[src/rtl/serial_adder4.sv]
// serial_adder4 -- bit-serial adder, one full-adder cell plus a carry flop.
//
// Operands are shifted out LSB first, one bit per clock. The sum bits are
// shifted into the MSB of an internal result register, so after WIDTH shifts
// the register holds the sum in normal bit order.
//
// Ports
//   Clock    in   system clock, rising edge
//   Reset_n  in   asynchronous active-low reset
//   Start    in   request, accepted in IDLE or DONE
//   A, B     in   [WIDTH-1:0] operands, captured on the accepting edge
//   Cin      in   carry-in, captured on the accepting edge
//   S        out  [WIDTH-1:0] registered sum, updated only at completion
//   Cout     out  registered final carry, updated only at completion
//   Busy     out  high while shifting
//   Done     out  one-cycle completion pulse
//
// state | meaning
// ------+---------------------------------------------------------
// IDLE  | waiting for Start
// SHIFT | one full-adder step per clock, WIDTH steps in total
// DONE  | result on S/Cout is new; Start here chains the next op

module serial_adder4 #(
    parameter int WIDTH = 4
) (
    input  logic             Clock,
    input  logic             Reset_n,
    input  logic             Start,
    input  logic [WIDTH-1:0] A,
    input  logic [WIDTH-1:0] B,
    input  logic             Cin,
    output logic [WIDTH-1:0] S,
    output logic             Cout,
    output logic             Busy,
    output logic             Done
);

    localparam int CW = (WIDTH > 1) ? $clog2(WIDTH) : 1;
    localparam logic [CW-1:0] CNT_LAST = CW'(WIDTH - 1);

    typedef enum logic [1:0] {
        IDLE  = 2'b00,
        SHIFT = 2'b01,
        DONE  = 2'b10
    } state_t;

    state_t           state_q, state_d;
    logic [WIDTH-1:0] a_q, a_d;
    logic [WIDTH-1:0] b_q, b_d;
    logic [WIDTH-1:0] res_q, res_d;
    logic             carry_q, carry_d;
    logic [CW-1:0]    cnt_q, cnt_d;
    logic [WIDTH-1:0] s_q, s_d;
    logic             cout_q, cout_d;

    logic             sum_bit;
    logic             carry_nxt;
    logic [WIDTH-1:0] res_shifted;

    assign sum_bit     = a_q[0] ^ b_q[0] ^ carry_q;
    assign carry_nxt   = (a_q[0] & b_q[0]) | (carry_q & (a_q[0] ^ b_q[0]));
    assign res_shifted = {sum_bit, res_q[WIDTH-1:1]};

    always_comb begin
        state_d = state_q;
        a_d     = a_q;
        b_d     = b_q;
        res_d   = res_q;
        carry_d = carry_q;
        cnt_d   = cnt_q;
        s_d     = s_q;
        cout_d  = cout_q;

        case (state_q)
            IDLE, DONE: begin
                if (Start) begin
                    a_d     = A;
                    b_d     = B;
                    res_d   = '0;
                    carry_d = Cin;
                    cnt_d   = '0;
                    state_d = SHIFT;
                end else begin
                    state_d = IDLE;
                end
            end
            SHIFT: begin
                a_d     = a_q >> 1;
                b_d     = b_q >> 1;
                res_d   = res_shifted;
                carry_d = carry_nxt;
                cnt_d   = cnt_q + CW'(1);
                if (cnt_q == CNT_LAST) begin
                    // Publish from the freshly shifted value so S never
                    // sees a partially built result.
                    s_d     = res_shifted;
                    cout_d  = carry_nxt;
                    cnt_d   = '0;
                    state_d = DONE;
                end
            end
            default: begin
                state_d = IDLE;
            end
        endcase
    end

    always_ff @(posedge Clock or negedge Reset_n) begin
        if (!Reset_n) begin
            state_q <= IDLE;
            a_q     <= '0;
            b_q     <= '0;
            res_q   <= '0;
            carry_q <= 1'b0;
            cnt_q   <= '0;
            s_q     <= '0;
            cout_q  <= 1'b0;
        end else begin
            state_q <= state_d;
            a_q     <= a_d;
            b_q     <= b_d;
            res_q   <= res_d;
            carry_q <= carry_d;
            cnt_q   <= cnt_d;
            s_q     <= s_d;
            cout_q  <= cout_d;
        end
    end

    assign S    = s_q;
    assign Cout = cout_q;
    assign Busy = (state_q == SHIFT);
    assign Done = (state_q == DONE);

endmodule

[config.mk]
export PLATFORM = sky130hd
export DESIGN_NAME = serial_adder4
export DESIGN_NICKNAME = d
export VERILOG_FILES = /design/src/rtl/serial_adder4.sv
export SDC_FILE = /design/constraint.sdc
export NUM_CORES = 1
export LEC_CHECK = 0
export ABC_AREA = 1
export BUFFER_PORTS_ARGS = -buffer_cell sky130_fd_sc_hd__buf_2
export CAP_MARGIN = 20
export CORE_MARGIN = 4
export CORE_UTILIZATION = 50
export CTS_CLUSTER_SIZE = 8
export DETAILED_ROUTE_END_ITERATION = 8
export GPL_ROUTABILITY_DRIVEN = 0
export PLACE_DENSITY = 0.73
export SYNTH_ARGS = -nofsm -noshare
export SYNTH_HDL_FRONTEND = slang
export SYNTH_SLANG_ARGS = --single-unit
[constraint.sdc]
create_clock -name Clock -period 1.47 [get_ports Clock]
set_clock_uncertainty 0.15 [all_clocks]
set_input_delay 0 -clock Clock [delete_from_list [all_inputs] [get_ports Clock]]
set_output_delay 0 -clock Clock [all_outputs]
set_load 0.02 [all_outputs]
==> flow_summary.yaml <==
worst_setup_path:
  critPathRequiredTime_ns: 1.53
  cp_max_fo: 2
  rr_worst_depth: 5
  path_class: "flop to flop"
  endpoint_kind: "flop"
  crit_arrival_ns: 1.43
  cp-start-kind: "flop"
drt:
  antenna_left: 0
  wl_per_cell_um: 10.8
  drc: 0
  via_count: 811
  vias_per_cell: 4.58
  drt_pass1_iterations: 4
  routed_wl_um: 1910
  drtIter0Drc: 17
global_route:
  grtUsageTotal: 0.173
  grt_pass1_vias: 812
  grt_pass1_wl_um: 3490
  grt-ovfl-total: 0
  antenna_found_initial: 0
  grt_max_degree: 22
yosys:
  synth_compound_area_frac: 0.0616
  synth_simple_gate_area_share: 0.272
  synth_edf_count: 0
  syn_nets: 131
  yosysMostFrequentCell: "nand2_1"
  netlist_instances: 117
  syn-cell-area_um2: 995
  yosysWarningCount: 0
  yosysTopAreaCellShare: 0.528
  synthAdderAreaFrac: 0.0327
  async_flop_share: 1.00
  yosys_most_used_dff: "dfrtp_1"
  ys_types: 15
  synth_area_leaders: "dfrtp_1 53%, nand2_1 15%, nand3_1 7.0%, inv_1 6.8%, o21ai_1 3.0%"
  synth_seq_cells: 21
  synth_xor_area_frac: 0
  synth_top_family_by_area: "simple AND/OR/NAND/NOR gates"
  avgSynthCellArea_um2: 8.50
  synth_top_cells_by_count: "39 x nand2_1, 21 x dfrtp_1, 18 x inv_1, 14 x nand3_1, 6 x o21ai_1"
  yosysTopAreaCell: "dfrtp_1"
  synth_seq_area_share: 0.528
  synth.area.mux_share: 0
power_and_ir_drop:
  peakVddDrop_uv: 1040
  power_density_nw_per_um2: 2080
  power_leakage_nw: 0.715
sta:
  drv_slew: 0
  final_hold_viol_count: 0
  tns_ns: 0
  period_needed_ns: 1.37
  max_freq_ghz: 0.731
  rsz0062_at_grt: "no"
  finalCritPeriodShare: 0.931
  setup_viol: 0
  max_slew_margin: 0.700
  worst_slew_pin_slew_ns: 0.450
layout:
  drive_gt1_frac: 0.250
  utilization: 0.700
  area_growth_pct: 26.8
  nFillCells: 168
  diodes: 0
  nets: 167
clock_network:
  worstSkewPairLatency_ns: 0.30
  cts_tree: "yes"
  root_buffer: "clkbuf_4"
  cts_max_path_buffers: 2
  cts_resized: 0
  path_clk_slew_ns: 0.12
  cts_made_buffers: 3
  post_cts_buffers: 0
  cts_sinks: 21
  htreeDepth: 1
die:
  die_width_um: 52.6
  dieArea_um2: 2770
  core_um2: 1800
  rows: 15
  ios: 19
  initial_core_util: 0.552
  dieHeight_um: 52.6
outcome:
  status: "finished, final reports clean"
run:
  cap_viol_max_count: 0
hold_path:
  min-delay-path-class: "primary input to async pin"
place:
  io_buffer_count: 18
  dp_hpwl_um: 1330
==> report_power, final <==
| part | total (mW) | switching, mW | internal, mW |
|---|---|---|---|
| sequential | 1.00 | 0.152 | 0.851 |
| clock | 0.269 | 0.168 | 0.101 |
| combinational | 1.35 | 0.829 | 0.521 |
| total | 2.62 | 1.15 | 1.47 |
==> registers in the layout, summed over array words and instances (netlist names) <==
register / flops
Cout: 1
S: 4
b_q: 4
a_q: 4
res_q: 3
state_q: 2
carry_q: 1
cnt_q: 2
==> placed cells by master (no fill, tap or decap), drive strengths merged <==
master and count:
inv 22, nand2 43, buf 22, nor2 3, fa 1, dlygate4sd3 11
dfrtp 21, nand3 14, ha 1, clkbuf 3, o21ai 10, clkinv 1
==> worst paths after layout <==
check                        start        to  slack (ns)
max                         a_q[0]   carry_q        0.10
min                        Reset_n  res_q[3]       0.008
max reg2reg                 a_q[0]   carry_q        0.10
min reg2reg                 b_q[1]    b_q[1]        0.34
max in group asynchronous  Reset_n  cnt_q[1]        0.84
min in group Clock            B[3]    b_q[3]        0.30
==> repair_timing <==
action / in CTS / in global routing
hold endpoints to repair: 31 / 0
hold buffers: 11 / 0
setup endpoints to repair: 0 / 0
==> kinds of logic after synthesis <==
kind of cell	Yosys count
buffers and inverters	24
adders and majority gates	2
and+or+nand+nor	60
DFF	21
AOI/OAI and AO/OA	10
==> metal layers <==
layer,routed length (um),up-vias,global-route usage,part of all wire
li1,-,426,-,-
met1,861,363,0.214,0.45
met2,937,20,0.295,0.49
met3,89,2,0.0256,0.047
met4,17,0,0.0766,0.0089
met5,0,-,0,0
==> final cells by class <==
class	instances	area, um^2	share of cell area
well taps	25	31.3	0.0248
clock buffers	3	22.5	0.0179
multi-input cells	72	364	0.289
flip-flops and latches	21	526	0.417
inverters	22	82.6	0.0655
clock inverters	1	5.00	0.00397
repair buffers	33	230	0.183
==> worst max-delay path, stage by stage, from the launching register on <==
cell and delay (ns):
dfrtp_1 0.42, fa_1 0.43, inv_1 0.08, nand3_1 0.07, nand3_1 0.08, nand2_1 0.05
==> through the flow <==
step	hold slack, ns	cells	setup WS, ns	instance area, um^2	power [mW]
floorplan	-0.446	117	0.170	995	2.02
global placement	-0.171	162	0.157	1120	2.30
detailed placement	-0.175	162	0.116	1120	2.37
CTS	0.0159	177	0.0932	1260	2.66
global route	0.0459	177	0.0122	1260	2.91
finish	0.00835	177	0.102	1260	2.62
(Power assumes the default switching activity.)
